--- config.mk ---
export PLATFORM = sky130hd
export DESIGN_NAME = ram_arbiter_flat
export DESIGN_NICKNAME = d
export VERILOG_FILES = /design/src/rtl/ram_arbiter_if.sv /design/src/rtl/ram_arbiter.sv /design/src/flat_wrapper.sv
export SDC_FILE = /design/constraint.sdc
export NUM_CORES = 1
export LEC_CHECK = 0
export ABC_AREA = 1
export BUFFER_PORTS_ARGS = -buffer_cell sky130_fd_sc_hd__buf_4
export CAP_MARGIN = 0
export CORE_MARGIN = 8
export CORE_UTILIZATION = 40
export CTS_CLUSTER_SIZE = 40
export DETAILED_ROUTE_END_ITERATION = 12
export PLACE_DENSITY = 0.69
export SLEW_MARGIN = 5
export SYNTH_ARGS = -nofsm -noshare
export SYNTH_HDL_FRONTEND = slang
export SYNTH_SLANG_ARGS = --single-unit
export TNS_END_PERCENT = 5
--- constraint.sdc ---
create_clock -name clock -period 2.5 [get_ports clock]
set_input_delay 0.125 -clock clock [delete_from_list [all_inputs] [get_ports clock]]
set_output_delay 0.125 -clock clock [all_outputs]
set_load 0.02 [all_outputs]
--- src/rtl/ram_arbiter_if.sv ---
// One requester port of the RAM arbiter: req/ack handshake with address, write data and read-back.
interface ram_arbiter_if;
    logic       req;
    logic       we;
    logic [7:0] addr;
    logic [7:0] wdata;
    logic       ack;
    logic [7:0] rdata;
    logic       err;

    modport master (output req, we, addr, wdata, input  ack, rdata, err);
    modport slave  (input  req, we, addr, wdata, output ack, rdata, err);
endinterface

--- src/rtl/ram_arbiter.sv ---
// Shares one single-port RAM between ports A and B; req sampled in IDLE -> 1-cycle ACCESS -> 1-cycle ack (3-cycle turnaround).
// Backpressure: a losing requester holds req and is served next; out-of-range accesses are blocked and ack with err.
module ram_arbiter #(
    parameter logic [7:0] RAM_MIN    = 8'h00,
    parameter logic [7:0] RAM_MAX    = 8'h79,
    parameter bit         FIXED_PRIO = 1'b0
) (
    input  logic          clock,
    input  logic          reset_s2_n,
    ram_arbiter_if.slave  port_a,
    ram_arbiter_if.slave  port_b,
    output logic [7:0]    ram_address,
    output logic [7:0]    ram_data_in,
    output logic          ram_write_enable,
    input  logic [7:0]    ram_data_out
);

    typedef enum logic [1:0] {IDLE, ACCESS, ACK} state_t;

    state_t     state;
    logic       last_b;
    logic       grant_b;
    logic       we_q;
    logic       ok_q;

    logic       pick_b;
    logic [7:0] nxt_addr;
    logic [7:0] nxt_wdata;
    logic       nxt_we;
    logic       nxt_ok;

    // Signed 9-bit compares keep the range check free of constant-compare quirks when RAM_MIN is 0.
    always_comb begin
        pick_b    = port_b.req && (!port_a.req || (!FIXED_PRIO && !last_b));
        nxt_addr  = pick_b ? port_b.addr  : port_a.addr;
        nxt_wdata = pick_b ? port_b.wdata : port_a.wdata;
        nxt_we    = pick_b ? port_b.we    : port_a.we;
        nxt_ok    = ($signed({1'b0, nxt_addr}) >= $signed({1'b0, RAM_MIN})) &&
                    ($signed({1'b0, nxt_addr}) <= $signed({1'b0, RAM_MAX}));
    end

    always_ff @(posedge clock or negedge reset_s2_n) begin
        if (!reset_s2_n) begin
            state            <= IDLE;
            last_b           <= 1'b1;
            grant_b          <= 1'b0;
            we_q             <= 1'b0;
            ok_q             <= 1'b0;
            ram_address      <= 8'h00;
            ram_data_in      <= 8'h00;
            ram_write_enable <= 1'b0;
            port_a.ack       <= 1'b0;
            port_a.err       <= 1'b0;
            port_a.rdata     <= 8'h00;
            port_b.ack       <= 1'b0;
            port_b.err       <= 1'b0;
            port_b.rdata     <= 8'h00;
        end else begin
            case (state)
                IDLE: begin
                    if (port_a.req || port_b.req) begin
                        state            <= ACCESS;
                        grant_b          <= pick_b;
                        last_b           <= pick_b;
                        we_q             <= nxt_we;
                        ok_q             <= nxt_ok;
                        ram_address      <= nxt_addr;
                        ram_data_in      <= nxt_wdata;
                        ram_write_enable <= nxt_we && nxt_ok;
                    end
                end
                ACCESS: begin
                    state            <= ACK;
                    ram_address      <= 8'h00;
                    ram_data_in      <= 8'h00;
                    ram_write_enable <= 1'b0;
                    // Writes leave the port's last read data untouched.
                    if (grant_b) begin
                        port_b.ack <= 1'b1;
                        port_b.err <= !ok_q;
                        if (!we_q)
                            port_b.rdata <= ok_q ? ram_data_out : 8'h00;
                    end else begin
                        port_a.ack <= 1'b1;
                        port_a.err <= !ok_q;
                        if (!we_q)
                            port_a.rdata <= ok_q ? ram_data_out : 8'h00;
                    end
                end
                ACK: begin
                    state      <= IDLE;
                    port_a.ack <= 1'b0;
                    port_a.err <= 1'b0;
                    port_b.ack <= 1'b0;
                    port_b.err <= 1'b0;
                end
                default: state <= IDLE;
            endcase
        end
    end

endmodule

--- src/flat_wrapper.sv ---
// flat-port wrapper written by rule: the top's interface ports become plain ports
module ram_arbiter_flat 
#(
    parameter logic [7:0] RAM_MIN    = 8'h00,
    parameter logic [7:0] RAM_MAX    = 8'h79,
    parameter bit         FIXED_PRIO = 1'b0
)
  (clock, reset_s2_n, ram_address, ram_data_in, ram_write_enable, ram_data_out, port_a_req, port_a_we, port_a_addr, port_a_wdata, port_a_ack, port_a_rdata, port_a_err, port_b_req, port_b_we, port_b_addr, port_b_wdata, port_b_ack, port_b_rdata, port_b_err);
  ram_arbiter_if port_a_i ();
  ram_arbiter_if port_b_i ();
  input  logic clock;
  input  logic reset_s2_n;
  output logic [7:0] ram_address;
  output logic [7:0] ram_data_in;
  output logic ram_write_enable;
  input  logic [7:0] ram_data_out;
  input wire logic [$bits(port_a_i.req)-1:0] port_a_req;
  input wire logic [$bits(port_a_i.we)-1:0] port_a_we;
  input wire logic [$bits(port_a_i.addr)-1:0] port_a_addr;
  input wire logic [$bits(port_a_i.wdata)-1:0] port_a_wdata;
  output wire logic [$bits(port_a_i.ack)-1:0] port_a_ack;
  output wire logic [$bits(port_a_i.rdata)-1:0] port_a_rdata;
  output wire logic [$bits(port_a_i.err)-1:0] port_a_err;
  input wire logic [$bits(port_b_i.req)-1:0] port_b_req;
  input wire logic [$bits(port_b_i.we)-1:0] port_b_we;
  input wire logic [$bits(port_b_i.addr)-1:0] port_b_addr;
  input wire logic [$bits(port_b_i.wdata)-1:0] port_b_wdata;
  output wire logic [$bits(port_b_i.ack)-1:0] port_b_ack;
  output wire logic [$bits(port_b_i.rdata)-1:0] port_b_rdata;
  output wire logic [$bits(port_b_i.err)-1:0] port_b_err;
  assign port_a_i.req = port_a_req;
  assign port_a_i.we = port_a_we;
  assign port_a_i.addr = port_a_addr;
  assign port_a_i.wdata = port_a_wdata;
  assign port_a_ack = port_a_i.ack;
  assign port_a_rdata = port_a_i.rdata;
  assign port_a_err = port_a_i.err;
  assign port_b_i.req = port_b_req;
  assign port_b_i.we = port_b_we;
  assign port_b_i.addr = port_b_addr;
  assign port_b_i.wdata = port_b_wdata;
  assign port_b_ack = port_b_i.ack;
  assign port_b_rdata = port_b_i.rdata;
  assign port_b_err = port_b_i.err;
  ram_arbiter #(.RAM_MIN(RAM_MIN), .RAM_MAX(RAM_MAX), .FIXED_PRIO(FIXED_PRIO)) u_core (.clock(clock), .reset_s2_n(reset_s2_n), .port_a(port_a_i), .port_b(port_b_i), .ram_address(ram_address), .ram_data_in(ram_data_in), .ram_write_enable(ram_write_enable), .ram_data_out(ram_data_out));
endmodule
# ---- After elaboration in Yosys (flattened, before gate mapping)
# Index checks and enable logic that the tools add are counted.
dict set report totals {
  register_bits 43
  input_bits 46
  out_inout_bits 37
  word_cells 58
}
dict set report classes {
  n_lt_le_gt_ge 1
  eq_ne 5
  mux 20
  bitwise_logic 2
  reduce_logical 16
}
# operator n
set op_table {}
lappend op_table {{$mux W8} 5}
lappend op_table {{$pmux W8 S2} 2}
lappend op_table {{$pmux W1 S2} 5}
lappend op_table {{$le A8 B7 Y1 const B} 1}
lappend op_table {{$reduce_and A2 Y1} 4}
lappend op_table {{$mux W1} 6}
lappend op_table {{$reduce_and A3 Y1} 2}
lappend op_table {{$ne A2 B1 Y1 const B} 2}
lappend op_table {{$pmux W2 S2} 1}
lappend op_table {{$reduce_bool A2 Y1} 2}
lappend op_table {{$logic_not A1 Y1} 3}
lappend op_table {{$eq A2 B1 Y1 const B} 1}
lappend op_table {{$eq A2 B2 Y1 const B} 1}
lappend op_table {{$logic_and A1 B1 Y1} 2}
lappend op_table {{$logic_not A2 Y1} 1}
lappend op_table {{$logic_or A1 B1 Y1} 2}
lappend op_table {{$mux W2} 1}
lappend op_table {{$ne A2 B2 Y1 const B} 1}
lappend op_table {{$not A1 Y1} 2}

# ---- Depth between registers and ports, before layout
dict set report depth {
  depth_word 8
  depth_mapped 8
  depth_no_buf 8
}

# ---- Worst setup path before layout
# Ideal clock, no wire load.
dict set report synth_timing {
  path_type {register -> register}
  startpoint {reg u_core.last_b}
  endpoint {reg u_core.ram_data_in[1]}
  setup_time_ps 121
  t_arrival_ps 1110
  required_time_ps 2379
  path_slack_ps 1269
  path_stages_with_launch 7
  path_buffers 1
  synth_period_minus_slack_ps 1231
  path_cell_list {dfstp_2 nand2_4 nand2_8 inv_1 buf_6 o21ai_0 o21ai_2}
}
dict set report synth_between {
  elab_chain_len 6
}
# item line
set synth_lines {}
lappend synth_lines {{from (decl)} ram_arbiter.sv:21} ;# logic last_b;
lappend synth_lines {{from (signal assigned)} ram_arbiter.sv:64} ;# last_b <= pick_b;
lappend synth_lines {{$logic_not A1 Y1} ram_arbiter.sv:34} ;# pick_b = port_b.req && (!port_a.req || (!FIXED_PRIO && !last_b));
lappend synth_lines {{$logic_or A1 B1 Y1} ram_arbiter.sv:34}
lappend synth_lines {{$logic_and A1 B1 Y1} ram_arbiter.sv:34}
lappend synth_lines {{$mux W8} ram_arbiter.sv:36} ;# nxt_wdata = pick_b ? port_b.wdata : port_a.wdata;
lappend synth_lines {{$mux W8} ram_arbiter.sv:61} ;# if (port_a.req || port_b.req) begin
lappend synth_lines {{$pmux W8 S2} ram_arbiter.sv:59} ;# case (state)
lappend synth_lines {{to (signal assigned)} ram_arbiter.sv:68} ;# ram_data_in <= nxt_wdata;
lappend synth_lines {{to (decl)} ram_arbiter.sv:13} ;# output logic [7:0] ram_data_in,
# Every way passes these cells. The select of a mux whose other input is x is not followed.
# A chain may end at the register's enable or synchronous reset.

# ---- Worst setup path in the final report
dict set report layout_timing {
  startpoint {reg u_core.state[1]}
  endpoint {reg u_core.ram_data_in[5]}
}
dict set report layout_between {
  elab_chain_len 3
  word_cells_on_any_way 6
  classes_between {eq/ne (2); mux (1); reduce/logical (3)}
}
# item line
set layout_lines {}
lappend layout_lines {{from (decl)} ram_arbiter.sv:20} ;# state_t state;
lappend layout_lines {{from (signal assigned)} ram_arbiter.sv:44} ;# state <= IDLE;
lappend layout_lines {{from (signal assigned)} ram_arbiter.sv:62} ;# state <= ACCESS;
lappend layout_lines {{from (signal assigned)} ram_arbiter.sv:73} ;# state <= ACK;
lappend layout_lines {{$eq A2 B1 Y1 or $logic_not A2 Y1 (tied branches)} ram_arbiter.sv:59}
lappend layout_lines {{$reduce_bool A2 Y1 (no line) or $ne A2 B1 Y1 (tied branches)} n/a}
lappend layout_lines {{$reduce_and A2 Y1 (no line)} n/a}
# Parallel ways exist; a longest one is shown, timed or not.

==> impl_metrics.ini <==
[status]
status = complete, no violations

[job]
max-cap-violations = 0

[synthesis]
synth_enable_flop_cells = 0
synth-simple-area-share = 0.2340
synthesis.nets = 257
yosys_most_used_dff = dfrtp_1
synth_top_family_by_area = simple AND/OR/NAND/NOR gates
synth-async-reset-ratio = 1.000
syn_area_per_cell_um2 = 9.173
synthMuxAreaShare = 0.005171
ys_warn_count = 0
synth_top_area_frac = 0.5430
synth_cell_types = 24
netlist_area_mm2 = 0.001936
yosysTopAreaCell = dfrtp_1
synth_compound_area_frac = 0.1370
synth_fa_ha_area_frac = 0
post-synth-top-count-cell = nand2_1
synthTopCellsByCount = nand2_1 (59), dfrtp_1 (42), o21ai_0 (35), nor2_1 (20), inv_1 (11)
synth_seq_area_share = 0.5566
syn_inst = 211
ys_seq_elements = 43
synth-xor-area-share = 0
synth_area_leaders = dfrtp_1 (54%), nand2_1 (11%), o21ai_0 (9.0%)

[cells_and_area]
fin_cells = 347
drive_gt1_frac = 0.3584
final_util = 0.5680
fin_nets = 338
n_antenna_cell = 0
area_delta_synth_final_pct = 37.69

[timing]
slew_violations = 0
period_needed_ns = 1.507
hold_viol_final = 0
holdWs_ns = 0.09235
tns_ns = 0
fin_skew_ns = 0.005783
relSlewSlack = 0.6409
period_share = 0.6029
rsz0062_at_grt = no
setup_viol = 0
fmax_mhz = 663.4
tightest_slew_ns = 0.5387

[setup_path]
critPathCaptureType = register
max_stage_delay_ns = 0.44
cp_cell_sequence = nor2_1, o21ai_2, inv_1, o21ai_0, o21ai_0
cp_data_required_time_ns = 2.71
path_class = reg -> reg
arrival_ns = 1.72
cp_slowest_cell = dfrtp_1
start_kind = register
crit_top_cell = o21ai_0
crit_fanout = 14

[global_routing]
grt_max_degree = 44
grt_pass1_wl_um = 8190
antenna_found_initial = 0
track_usage = 0.1380
grt_pass1_vias = 1749
overflow = 0

[die]
coreArea_mm2 = 0.004692
rows = 25
die_x_um = 85.57
die_area_mm2 = 0.007321
die_y_um = 85.57
ios = 83
initial_core_util = 0.4125

[routing]
drc = 0
vias = 1708
drt_pass1_iterations = 4
via_per_inst = 4.922
drtIter0Drc = 75
final_antenna_net_count = 0
wl_um = 4966
wl_per_cell_um = 14.31

[clock_tree]
clk_path_buf_depth = 2
cts_tree = done
insertion_delay_ns = 0.29
cts_buffers = 5
cts_setup_buffers = 0
htree_levels = 2
clock-root-buffer = clkbuf_8
clk_pin_slew_worst_paths_ns = 0.08
clock_sinks = 43

[power_and_ir_drop]
swShare = 0.4209
power_density_mw_per_mm2 = 1288
p_comb_frac = 0.469
clkPwrFrac = 0.162
seq_power_share = 0.370
p_leak_nw = 1.378
p_total_mw = 3.431
intPower_mw = 1.987
vdd_drop_max_mv = 0.4370
switchingPower_mw = 1.444

[placement]
gp_congestion = 0.7867
place_inst = 338
port_buffers = 82
dp_hpwl_um = 3755

[min_path]
hold_class = in -> reg
-- per-layer routing --
metal  routed length (um)  vias to the layer above  GRT usage
met4                   77                        0    0.05255
met2                 2218                       71     0.2080
li1                     -                      849          -
met1                 2205                      782     0.1733
met5                    0                        -          0
met3                  464                        6    0.05444
-- cell families (layout without fill, tap and decap cells) --
family / after synthesis / in the layout
multiplexers: 1 / 1
AND/OR/NAND/NOR: 97 / 97
buffers and inverters: 22 / 104
flip-flops: 43 / 43
AO/OA/AOI/OAI: 48 / 48
-- placed cells by master (no fill, tap or decap) --
master / synthesis / routed
nand3b_1: 5 / 5
bufinv_16: 0 / 1
nand2_4: 2 / 2
mux2i_1: 1 / 1
nand2_8: 1 / 1
a21oi_2: 3 / 3
dfrtp_1: 42 / 42
nand3_2: 1 / 1
buf_4: 1 / 82
nor2_8: 1 / 1
inv_2: 2 / 2
inv_1: 11 / 11
o21bai_1: 1 / 1
o21ai_0: 35 / 35
o21ai_2: 3 / 3
clkinv_2: 0 / 1
nor2_1: 20 / 20
a21oi_1: 6 / 6
nand2_1: 59 / 59
dlygate4sd3_1: 0 / 1
clkbuf_8: 0 / 6
dfstp_2: 1 / 1
nand3_1: 7 / 7
nor2_4: 1 / 1
-- what timing repair did --
| item | in CTS | in global routing |
|---|---|---|
| setup endpoints to repair | 0 | 0 |
| hold endpoints to repair | 42 | 0 |
| resized for setup | 0 | 0 |
| hold buffers | 1 | 0 |
-- worst max-delay path, delay by kind of cell (launching register included) --
| family | cells | cell delay (ns) |
|---|---|---|
| AND/OR/NAND/NOR | 1 | 0.16 |
| AO/OA/AOI/OAI | 3 | 0.50 |
| buffers and inverters | 1 | 0.32 |
| flip-flops | 1 | 0.44 |
-- flip-flops by register name (all words and copies together) (netlist names), 2 cells and up --
signal               flops
u_core.port_b.rdata      8
u_core.ram_address       8
u_core.state             2
u_core.port_a.rdata      8
u_core.ram_data_in       8
-- per-stage QoR --
step	area (um^2)	setup slack (ns)
CTS	2665	0.9702
floorplan	1936	1.269
global placement	2537	1.040
detailed placement	2537	0.9993
finish	2665	0.9927
global route	2665	0.8028
-- cell type report --
type / count / area [um^2]
Tap cell: 54 / 67.56
Multi-Input combinational cell: 146 / 728.2
Clock inverter: 2 / 35.03
Fill cell: 431 / 2027
Clock buffer: 6 / 82.58
Sequential cell: 43 / 1077
Timing Repair Buffer: 83 / 625.6
Inverter: 13 / 48.80
-- worst paths after layout --
path	cells past startpoint	to	slack [ns]	startpoint
max	5	u_core.ram_data_in[5]	0.99	u_core.state[1]
min	3	u_core.ram_data_in[2]	0.09	port_b_wdata[2]
max reg2reg	5	u_core.ram_data_in[5]	0.99	u_core.state[1]
min reg2reg	2	u_core.port_a.rdata[1]	0.49	u_core.port_a.rdata[1]
max in group asynchronous	2	u_core.last_b	1.77	reset_s2_n
min in group asynchronous	2	u_core.port_a.ack	0.36	reset_s2_n
-- power groups by stage --
stage / Clock, mW / Sequential, mW / Combinational, mW
5_1_grt: 0.596 / 1.31 / 1.77
3_3_place_gp: 0 / 1.27 / 1.60
4_1_cts: 0.570 / 1.27 / 1.64
6_report: 0.555 / 1.27 / 1.61
2_1_floorplan: 0 / 1.57 / 0.690
3_5_place_dp: 0 / 1.27 / 1.64
Note: power is estimated with default switching activity, not from simulation.
